## config.mk

```make
export PLATFORM = sky130hd
export DESIGN_NAME = rv_pipe_ctrl
export DESIGN_NICKNAME = d
export VERILOG_FILES = /design/src/rtl/rv_pipe_ctrl_pkg.sv /design/src/rtl/rv_hazard_detect.sv /design/src/rtl/rv_pipe_ctrl.sv
export SDC_FILE = /design/constraint.sdc
export NUM_CORES = 1
export LEC_CHECK = 0
export CAP_MARGIN = 15
export CORE_AREA = 2 2 62 64
export CTS_CLUSTER_DIAMETER = 40
export DETAILED_ROUTE_END_ITERATION = 16
export DIE_AREA = 0 0 64 66
export DONT_BUFFER_PORTS = 1
export PLACE_DENSITY_LB_ADDON = 0.08
export SLEW_MARGIN = 20
export SYNTH_ARGS = -nofsm -noshare
export SYNTH_HDL_FRONTEND = slang
export SYNTH_HIERARCHICAL = 1
export SYNTH_SLANG_ARGS = --single-unit
```

## constraint.sdc

```tcl
create_clock -name i_clk -period 1.6 [get_ports i_clk]
set_input_delay 0.16 -clock i_clk [delete_from_list [all_inputs] [get_ports i_clk]]
set_output_delay 0.16 -clock i_clk [all_outputs]
set_load 0.05 [all_outputs]
```

## src/rtl/rv_pipe_ctrl_pkg.sv

```systemverilog
// rtl/rv_pipe_ctrl_pkg.sv - shared types for the FlexRV32 pipeline sequencer
//
// Purpose: holds the sequencer state encoding used by rv_pipe_ctrl.
// Ports: none (package).
package rv_pipe_ctrl_pkg;

  typedef enum logic [1:0] {
    RUN        = 2'd0,
    FLUSH      = 2'd1,
    TRAP_DRAIN = 2'd2,
    TRAP_GO    = 2'd3
  } pctrl_state_t;

  localparam int unsigned REG_ADDR_BITS = 5;

endpackage

```

## src/rtl/rv_hazard_detect.sv

```systemverilog
// rtl/rv_hazard_detect.sv - combinational load-use hazard compare
//
// Purpose: flags when the instruction in decode reads the register that a
// load currently in ALU1 is about to write, so one bubble must be inserted.
// Ports:
//   i_dec_valid      decode stage holds a valid instruction
//   i_dec_rs1/rs2    decode source registers
//   i_alu_rd         ALU1 destination register
//   i_alu_load       ALU1 instruction is a load
//   i_alu_reg_write  ALU1 writes rd
//   o_load_use       hazard present
module rv_hazard_detect
  import rv_pipe_ctrl_pkg::*;
(
  input  logic                     i_dec_valid,
  input  logic [REG_ADDR_BITS-1:0] i_dec_rs1,
  input  logic [REG_ADDR_BITS-1:0] i_dec_rs2,
  input  logic [REG_ADDR_BITS-1:0] i_alu_rd,
  input  logic                     i_alu_load,
  input  logic                     i_alu_reg_write,
  output logic                     o_load_use
);

  logic rd_nonzero;
  logic rd_match;

  // x0 is hardwired to zero, so a load targeting it never creates a dependency.
  assign rd_nonzero = (i_alu_rd != '0);
  assign rd_match   = (i_alu_rd == i_dec_rs1) || (i_alu_rd == i_dec_rs2);
  assign o_load_use = i_dec_valid && i_alu_load && i_alu_reg_write && rd_nonzero && rd_match;

endmodule

```

## src/rtl/rv_pipe_ctrl.sv

```systemverilog
// rtl/rv_pipe_ctrl.sv - FlexRV32 pipeline sequencer (stall/flush/redirect/trap)
//
// Purpose: watches decode, ALU1 and the data bus and drives per-stage stall
// and flush controls, the fetch redirect and the trap-entry pulse.
// Optional feature macro: RV_BRANCH_PRED_EN (redirect on misprediction
// instead of static not-taken).
// Ports:
//   i_clk, i_reset_n                      clock, async active-low reset
//   i_dec_valid, i_dec_rs1, i_dec_rs2     decode stage operands
//   i_alu_rd, i_alu_load, i_alu_reg_write ALU1 destination info
//   i_alu_jump, i_alu_branch, i_alu_cond  ALU1 control-flow info
//   i_alu_branch_pred                     fetch predicted taken
//   i_alu_pc_target, i_alu_pc_next        taken / fall-through PC
//   i_alu_to_trap, i_trap_vector          trap request and handler address
//   i_mem_busy                            data bus not ready
//   o_stall_fetch/decode/alu              hold stage registers
//   o_flush_decode/alu                    clear stage registers
//   o_pc_redirect, o_pc_new               fetch redirect
//   o_trap_take                           one-cycle trap-entry pulse
module rv_pipe_ctrl
  import rv_pipe_ctrl_pkg::*;
#(
  parameter int IADDR_SPACE_BITS = 32
) (
  input  logic                        i_clk,
  input  logic                        i_reset_n,
  input  logic                        i_dec_valid,
  input  logic [4:0]                  i_dec_rs1,
  input  logic [4:0]                  i_dec_rs2,
  input  logic [4:0]                  i_alu_rd,
  input  logic                        i_alu_load,
  input  logic                        i_alu_reg_write,
  input  logic                        i_alu_jump,
  input  logic                        i_alu_branch,
  input  logic                        i_alu_cond,
  input  logic                        i_alu_branch_pred,
  input  logic [IADDR_SPACE_BITS-1:0] i_alu_pc_target,
  input  logic [IADDR_SPACE_BITS-1:0] i_alu_pc_next,
  input  logic                        i_alu_to_trap,
  input  logic [IADDR_SPACE_BITS-1:0] i_trap_vector,
  input  logic                        i_mem_busy,
  output logic                        o_stall_fetch,
  output logic                        o_stall_decode,
  output logic                        o_stall_alu,
  output logic                        o_flush_decode,
  output logic                        o_flush_alu,
  output logic                        o_pc_redirect,
  output logic [IADDR_SPACE_BITS-1:0] o_pc_new,
  output logic                        o_trap_take
);

  pctrl_state_t state, state_next;

  logic                        load_use;
  logic                        taken;
  logic                        redirect_req;
  logic [IADDR_SPACE_BITS-1:0] redirect_addr;

  rv_hazard_detect u_hazard (
    .i_dec_valid    (i_dec_valid),
    .i_dec_rs1      (i_dec_rs1),
    .i_dec_rs2      (i_dec_rs2),
    .i_alu_rd       (i_alu_rd),
    .i_alu_load     (i_alu_load),
    .i_alu_reg_write(i_alu_reg_write),
    .o_load_use     (load_use)
  );

  assign taken = i_alu_jump | (i_alu_branch & i_alu_cond);

`ifdef RV_BRANCH_PRED_EN
  // Fetch already followed the prediction; only a wrong guess needs fixing,
  // and the fix is whichever path the prediction did not take.
  assign redirect_req  = (taken != i_alu_branch_pred);
  assign redirect_addr = taken ? i_alu_pc_target : i_alu_pc_next;
`else
  // Static not-taken: fetch always runs sequentially, so every taken
  // transfer is a redirect to the computed target.
  assign redirect_req  = taken;
  assign redirect_addr = i_alu_pc_target;

  logic unused_cfg;
  assign unused_cfg = ^{i_alu_branch_pred, i_alu_pc_next};
`endif

  always_ff @(posedge i_clk or negedge i_reset_n) begin
    if (!i_reset_n) begin
      state <= RUN;
    end else begin
      state <= state_next;
    end
  end

  always_comb begin
    state_next     = state;
    o_stall_fetch  = 1'b0;
    o_stall_decode = 1'b0;
    o_stall_alu    = 1'b0;
    o_flush_decode = 1'b0;
    o_flush_alu    = 1'b0;
    o_pc_redirect  = 1'b0;
    o_pc_new       = redirect_addr;
    o_trap_take    = 1'b0;

    case (state)
      RUN: begin
        if (i_alu_to_trap) begin
          state_next = TRAP_DRAIN;
        end else if (i_mem_busy) begin
          // The ALU instruction is held here, so a pending redirect is
          // simply re-evaluated once the bus frees up.
          o_stall_fetch  = 1'b1;
          o_stall_decode = 1'b1;
          o_stall_alu    = 1'b1;
        end else if (redirect_req) begin
          // Redirect outranks load-use: the dependent instruction is on
          // the wrong path and is flushed anyway.
          o_pc_redirect  = 1'b1;
          o_flush_decode = 1'b1;
          o_flush_alu    = 1'b1;
          state_next     = FLUSH;
        end else if (load_use) begin
          o_stall_fetch  = 1'b1;
          o_stall_decode = 1'b1;
          o_flush_alu    = 1'b1;
        end
      end
      FLUSH: begin
        // Kills the instruction fetched from the old path while the
        // redirect was being taken.
        o_flush_decode = 1'b1;
        if (i_mem_busy) begin
          o_stall_fetch = 1'b1;
        end else begin
          state_next = RUN;
        end
      end
      TRAP_DRAIN: begin
        o_stall_fetch  = 1'b1;
        o_stall_decode = 1'b1;
        o_flush_alu    = 1'b1;
        if (!i_mem_busy) begin
          state_next = TRAP_GO;
        end
      end
      TRAP_GO: begin
        o_pc_redirect  = 1'b1;
        o_pc_new       = i_trap_vector;
        o_trap_take    = 1'b1;
        o_flush_decode = 1'b1;
        o_flush_alu    = 1'b1;
        state_next     = FLUSH;
      end
      default: begin
        state_next = RUN;
      end
    endcase

    // Outputs are quiet for the whole reset window, not just after an edge.
    if (!i_reset_n) begin
      o_stall_fetch  = 1'b0;
      o_stall_decode = 1'b0;
      o_stall_alu    = 1'b0;
      o_flush_decode = 1'b0;
      o_flush_alu    = 1'b0;
      o_pc_redirect  = 1'b0;
      o_pc_new       = '0;
      o_trap_take    = 1'b0;
    end
  end

endmodule

```

== Word level (Yosys, flattened, before mapping) ==
Index checks and enable logic that the tools add are counted.
Cells by class
  $add $sub $neg: 0
  multipliers: 0
  div/mod/pow operators: 0
  order comparisons: 0
  eq/ne operators: 9
  shift operators: 0
  multiplexer cells: 34
  bitwise gates (word level): 2
  reductions and logical operators: 10
Operators by type and width (number)
  $mux 32: 2
  $mux 1: 21
  $eq 5x5->1: 2
  $mux 2: 5
  $pmux 1 s2: 4
  $pmux 2 s4: 1
  $ne 3x3->1 const B: 2
  $reduce_bool 5->1: 1
  $eq 2x2->1 const B: 2
  $logic_and 1x1->1: 4
  $ne 2x2->1 const B: 2
  $reduce_and 4->1: 1
  $reduce_or 2->1: 2
  $pmux 1 s3: 1
  $eq 2x1->1 const B: 1
  $logic_not 2->1: 1
  $and 1x1->1: 1
  $logic_or 1x1->1: 1
  $or 1x1->1: 1
Word-level totals
  flip-flop bits (word level): 2
  bits in latches: 0
  memory bits (writable): 0
  bits in read-only memories: 0
  bits of input ports: 122
  word-level logic and storage cells: 56
  memories: 0

== Logic depth before layout (Yosys ltp) ==
Gate-level depths: netlist (run 1).
  word-level depth: 10
  mapped depth: 6
  depth with buffers taken out: 6

== By module ==
The synthesis (run 1) kept the hierarchy.
By module, submodules not included
  rv_pipe_ctrl: instances 1, cells an instance 112, area each 805.8 µm², seq. area each 50.0 µm²
  rv_hazard_detect: instances 1, cells an instance 17, area each 128.9 µm², seq. area each 0.0 µm²

== Least setup slack after synthesis (run 1) ==
Ideal clock, no wire load.
  kind: register to output
  from: register state[0]
  to: output port o_stall_fetch
  arrival time: 2.341 ns
  data required time: 1.440 ns
  path slack: -0.901 ns
  stages on the path, launching flop included: 6
  cell sequence: dfrtp_1 inv_1 ha_1 and2b_4 nand3_1 a311oi_1
On the way
  longest elaborated chain between the ends: 3
  elaborated cells on any way between the ends: 5
  those cells by class: eq/ne: 2; mux: 2; reduce/logical: 1
Ends and longest elaborated chain
  start, declared: RTL line rv_pipe_ctrl.sv:52  | pctrl_state_t state, state_next;
  start signal, assigned: RTL line rv_pipe_ctrl.sv:90  | state <= state_next;
  $eq 2x2->1 (tied with other cells): RTL line rv_pipe_ctrl.sv:105  | case (state)
  $pmux 1 s3 (*): RTL line rv_pipe_ctrl.sv:105
  $mux 1 (*): RTL line rv_pipe_ctrl.sv:160  | if (!i_reset_n) begin
  end, declared: RTL line rv_pipe_ctrl.sv:42  | output logic o_stall_fetch,
Every way passes the cells marked *; elsewhere a longest branch is shown, timed or not.

== Final worst setup path (run 1) ==
  from: register state[1]
  to: output port o_stall_fetch
Same word-level chain as after synthesis.

==> metrics.yaml, run 1 <==
synthesis:
  synthesis.instances: 129
  synth_nets: 256
  syn_avg_cell_area_sq_um: 7.25
  ys_seq_area_frac: 0.0535
  ys_warn_count: 6
  ys_ff_latch: 2
  synth-edff-count: 0
  synth_flop_cell: "dfrtp_1"
  ys_types: 31
  synth.cell_area_sq_um: 935
  async_flop_share: 1.00
floorplan:
  dieArea_sq_mm: 0.00422
  rows: 22
  fp.dieH_um: 66
  start_util: 0.263
  ios: 161
  core_area_sq_mm: 0.00355
  die_x_um: 64
timing:
  setup_viol: 41
  rsz0062_at_grt: "true"
  maxSlewHeadroom: 0.773
  finalSetupTns_ns: -7.05
  drv_slew: 0
  clock_skew_ns: 0.000291
  max_freq_mhz: 525
  finalCritPeriodShare: 1.19
  period_minus_slack_ns: 1.91
  hold_violations: 0
  fin_ws_ns: -0.306
  worst_pin_slew_ns: 0.340
setup_path:
  cp-startpoint: "state[1]"
  cp_num_buf_inv: 2
  cp.depth: 6
  cpPeakStageDelay_ns: 0.40
  r2r_start: "state[1]"
  r2r-end: "state[1]"
  critical_path_class: "reg -> out"
  cp-start-kind: "flop"
  cp-endpoint: "o_stall_fetch"
  rr_worst_depth: 6
  rrSetupSlack_ns: -0.06
  path_cells: "inv_2 > ha_4 > and2b_4 > nand3_2 > a311oi_4 > buf_12"
  cp.arrival_ns: 1.75
  required_ns: 1.44
  critPathSlowestCell: "dfrtp_1"
  path_delay_family: "flip-flops"
  crit_fanout: 6
  endpoint_kind: "output port"
run:
  cap_violations: 0
status:
  outcome: "complete, but fails checks"
  violations: "negative setup slack"
place:
  dp_hpwl_mm: 2.93
  io_buffers: 0
  gp_congestion: 0.734
worst_hold_path:
  min_path_type: "in -> reg"
drt:
  vias: 1164
  drt.antenna.violating_nets: 0
  drt_pre_antenna_iters: 4
  drcViolationCount: 0
  routed_wl_mm: 4.01
  wire_per_inst_um: 18.6
  drt_iter0_drc: 24
  routed_via_density: 5.41
cells_and_area:
  final_common_cell: "nor2_4"
  largest-register: "state"
  multi_input_area_sq_mm: 0.00139
  reg_top3: "state x2"
  regArea_sq_um: 51.3
  diodes: 0
  fillers: 265
  largest_reg_flops: 2
  fin_nets: 296
  final_cell_mix: "nor2_4, buf_12, buf_4, mux2i_1, mux2i_4"
  area_growth_pct: 134
  drive_above_1_share: 0.725
clock_tree:
  cts.clk_slew.worst_paths_ns: 0.03
  cts_sinks: 2
  clockBufferDepth: 2
  htree_num_levels: 1
  worstSkewPairLatency_ns: 0.22
  root_buffer: "clkbuf_4"
  cts_inserted_buffers: 3
  cts_tree: "yes"
power_and_ir_drop:
  p_per_area_mw_per_mm2: 1450
  power_uw: 3170
  ir_drop_uv: 782
  p_leak_uw: 0.000712
global_route:
  antenna_found_initial: 0
  grt_use_total: 0.169
  grt_max_degree: 20
  grt_pass1_vias: 1129
  overflow: 0
  grt_pass1_wl_mm: 5.59
power breakdown:
part / internal (uW) / switching [uW] / leakage [uW]
clock: 82.4 / 25.3 / 0.0000138
combinational: 1410 / 1540 / 0.000674
sequential: 78.8 / 35.7 / 0.0000237
synthesized netlist by cell type (2+ instances only):
| master | count | area (sq um) |
|---|---|---|
| buf_1 | 3 | 11.3 |
| xnor2_1 | 4 | 35.0 |
| o311ai_1 | 3 | 26.3 |
| buf_4 | 3 | 22.5 |
| nor3_1 | 4 | 20.0 |
| a31oi_1 | 3 | 18.8 |
| o21ai_1 | 3 | 15.0 |
| a21oi_1 | 2 | 10.0 |
| inv_2 | 2 | 7.51 |
| nand3_1 | 3 | 15.0 |
| inv_1 | 4 | 15.0 |
| mux2i_1 | 32 | 320 |
| xor2_1 | 6 | 52.6 |
| dfrtp_1 | 2 | 50.1 |
| ha_1 | 5 | 62.6 |
| nor2_1 | 34 | 128 |
| a211oi_1 | 2 | 15.0 |
worst min path at each step:
stage / end / slack [ns] / start / depth (start not counted)
2_1_floorplan: state[0] / -0.14 / i_reset_n / 0
3_3_place_gp: state[1] / -0.14 / i_reset_n / 0
3_5_place_dp: state[1] / -0.14 / i_reset_n / 0
4_1_cts: state[1] / 0.13 / i_alu_to_trap / 2
5_1_grt: state[1] / 0.14 / i_alu_to_trap / 2
6_report: state[1] / 0.13 / i_alu_to_trap / 2
metal layers:
layer  share of wire  track usage  vias to the layer above
met4               0       0.0217                        0
met5               0            0                        -
li1                -            -                      547
met2            0.52        0.303                       82
met3            0.13       0.0664                        0
met1            0.35        0.193                      535
repair_timing:
action,4_1_cts,5_1_grt
pin swaps,6,12
setup buffers,7,3
hold buffers,1,0
setup endpoints to repair,39,41
hold endpoints to repair,2,0
resized for setup,28,31
cloned,4,0
cell families after synthesis:
group / Yosys count / share of synthesized area
AO/OA/AOI/OAI: 20 / 0.155
XOR/XNOR: 10 / 0.0937
adder cells (fa/ha/maj): 5 / 0.0669
buffers and inverters: 14 / 0.0776
multiplexers: 32 / 0.343
AND/OR/NAND/NOR: 46 / 0.210
flip-flops: 2 / 0.0535
stage by stage:
step	hold slack (ns)	util	area, sq um	instances	setup slack, ns
3_3_place_gp	-0.135	0.495	1760	201	-0.0826
6_report	0.133	0.617	2190	215	-0.306
5_1_grt	0.140	0.617	2190	215	-0.359
3_5_place_dp	-0.135	0.495	1760	201	-0.125
2_1_floorplan	-0.136	-	1270	129	-0.100
4_1_cts	0.131	0.593	2110	216	-0.283
cell type report:
type / count / area share
sequential: 2 / 0.0234
timing repair buffer: 43 / 0.294
inverter: 6 / 0.0120
multi-input combinational: 113 / 0.633
clock buffer: 3 / 0.0103
tap: 48 / 0.0274
No activity file was read; power rests on OpenSTA's default activity.
==> run 2, diff against run 1 <==
--- a/config.mk
+++ b/config.mk
@@ -17,3 +17,4 @@
 export SYNTH_HDL_FRONTEND = slang
 export SYNTH_HIERARCHICAL = 1
 export SYNTH_SLANG_ARGS = --single-unit
+export TNS_END_PERCENT = 50
==> constraint.sdc (replaced) <==
create_clock -name i_clk -period 1.6 [get_ports i_clk]
set_input_delay 0.4 -clock i_clk [delete_from_list [all_inputs] [get_ports i_clk]]
set_output_delay 0.4 -clock i_clk [all_outputs]
set_load 0.05 [all_outputs]
==> run 2 against run 1 <==
The flow still finishes with violations (negative setup slack). Clock-buffer cell count unchanged. Core utilization up 0.85 points. Sequential cell count did not move. Worst hold slack gained 0.24 ns. Fmax down 10%. Worst setup slack lost 0.21 ns. First-iteration DRC count is 33% higher. Combinational power down 9.5%. Total power is 8.9% lower. Sequential power down 4%. Global-route usage is 0.58 points lower. Critical endpoint is now o_flush_alu.
==> metrics.yaml, run 2 (synthesized netlist as in run 1, its figures left out) <==
timing:
  period_minus_slack_ns: 2.12  # +0.213 ns
  maxSlewHeadroom: 0.802  # +0.0294
  whs_ns: 0.370  # +0.237 ns
  finalSetupTns_ns: -16.91  # -9.86 ns
  clock_skew_ns: 0.00578  # +0.00549 ns
  drv_slew: 0  # unchanged
  max_freq_mhz: 472  # -10%
  finalCritPeriodShare: 1.32  # +0.133
  rsz0062_at_grt: "true"
  hold_violations: 0  # unchanged
  worst_pin_slew_ns: 0.292  # -0.0479 ns
  setup_viol: 40  # -2.4%
  fin_ws_ns: -0.519  # -0.213 ns
global_route:
  antenna_found_initial: 0  # unchanged
  grt_max_degree: 20  # unchanged
  grt_pass1_vias: 1163  # +3.0%
  overflow: 0  # unchanged
  grt_use_total: 0.163  # -0.00579
  grt_pass1_wl_mm: 5.53  # -1.0%
setup_path:
  required_ns: 1.20  # -0.24 ns
  cp-start-kind: "input port"
  critical_path_class: "in -> out"
  rr_worst_depth: 7  # +1
  cp-endpoint: "o_flush_alu"
  r2r_start: "state[1]"
  rrSetupSlack_ns: -0.02  # +0.04 ns
  endpoint_kind: "output port"
  crit_fanout: 3  # -3
  r2r-end: "state[0]"
  cp-startpoint: "i_alu_rd[1]"
  cp.arrival_ns: 1.72  # -0.03 ns
power_and_ir_drop:
  ir_drop_uv: 955  # +22%
  p_per_area_mw_per_mm2: 1300  # -10%
  p_leak_uw: 0.000795  # +12%
cells_and_area:
  area_growth_pct: 137
  post-route-util: 0.625  # +0.00846
  largest_reg_flops: 2  # unchanged
  largest-register: "state"
  final_common_cell: "buf_12"
  fin_area_sq_mm: 0.00222  # +1.4%
  diodes: 0  # unchanged
  final_cell_mix: "buf_12, mux2i_1, buf_4, nor2_2, nor2_4"
  drive_above_1_share: 0.665  # -0.0597
  fin_nets: 311  # +5.1%
  reg_top3: "state x2"
floorplan:
  core_area_sq_mm: 0.00355  # unchanged
  ios: 161  # unchanged
  dieArea_sq_mm: 0.00422  # unchanged
  start_util: 0.263  # unchanged
  die_x_um: 64  # unchanged
  rows: 22  # unchanged
  fp.dieH_um: 66  # unchanged
drt:
  drt_iter0_drc: 32  # +33%
  drt_pre_antenna_iters: 4  # unchanged
  vias: 1170  # +0.52%
  routed_wl_mm: 3.65  # -9.0%
  routed_via_density: 5.09  # -6.0%
  wire_per_inst_um: 15.9  # -15%
  drcViolationCount: 0  # unchanged
  drt.antenna.violating_nets: 0  # unchanged
place:
  dp_hpwl_mm: 2.92  # -0.41%
  io_buffers: 0  # unchanged
  placed_cell_area_sq_mm: 0.00205  # +16%
  gp_congestion: 0.891  # +21%
run:
  cap_violations: 0  # unchanged
clock_tree:
  root_buffer: "clkbuf_4"
  clockBufferDepth: 2  # unchanged
  cts.clk_slew.worst_paths_ns: 0.03  # about the same
  htree_num_levels: 1  # unchanged
  cts_inserted_buffers: 3  # unchanged
  cts_sinks: 2  # unchanged
  cts_tree: "yes"
  worstSkewPairLatency_ns: 0.23  # about the same
status:
  outcome: "complete, but fails checks"
  violations: "negative setup slack"
worst_hold_path:
  min_path_type: "in -> reg"
## run 2: changes by cell type in the layout (fill, tap and decap cells not counted), moves of 3 or more
cell,before,now
buf_4,15,18
nor2_2,1,15
nor2_4,31,13
nor2_1,2,6
mux2i_4,11,0
buf_12,23,38
mux2i_1,11,20
## run 2: cell type report
type                    count  area [sq um]
inverters                   6          22.5
well taps                  48          60.1
repair buffers             58           917
fillers                   292          1330
flip-flops and latches      2          50.0
clock buffers               3          22.5
multi-input cells         113          1150
## run 2: critical path, cell delays in order
cell	delay, ns
or4_4	0.53
o2111ai_4	0.19
a21oi_2	0.07
o211ai_1	0.25
a211oi_4	0.11
buf_12	0.16
## run 2: worst min path at each step
| stage | start | endpoint | cells past startpoint |
|---|---|---|---|
| after floorplan | i_reset_n | state[0] | 0 |
| after global placement | i_reset_n | state[1] | 0 |
| after detailed placement | i_reset_n | state[1] | 0 |
| after CTS | i_alu_to_trap | state[1] | 2 |
| after global routing | i_alu_to_trap | state[1] | 2 |
| final | i_alu_to_trap | state[1] | 2 |
## run 2: per-stage QoR
step / setup WS, ns / power [uW] / instances
3_5_place_dp: -0.528 / 2570 / 224
4_1_cts: -0.535 / 2880 / 230
6_report: -0.519 / 2890 / 230
3_3_place_gp: -0.546 / 2530 / 224
2_1_floorplan: -0.453 / 1610 / 129
5_1_grt: -0.586 / 3050 / 230
## run 2: what timing repair did
action	in CTS	in global routing
pin swaps	5	4
endpoints found under the setup margin	41	41
buffers inserted	2	0
hold buffers	1	0
gates resized for setup	22	5
endpoints found under the hold margin	2	0
## run 2: per-layer routing
layer / routed length, um / global-route usage / up-vias
met1: 1280 / 0.179 / 534
met4: 40 / 0.0543 / 0
li1: - / - / 565
met3: 309 / 0.0307 / 4
met5: 0 / 0 / -
met2: 2020 / 0.311 / 67
## run 2: report_power, final
| group | internal (uW) | switching (uW) |
|---|---|---|
| sequential | 76.1 | 32.6 |
| clock | 83.1 | 32.8 |
| combinational | 1290 | 1380 |
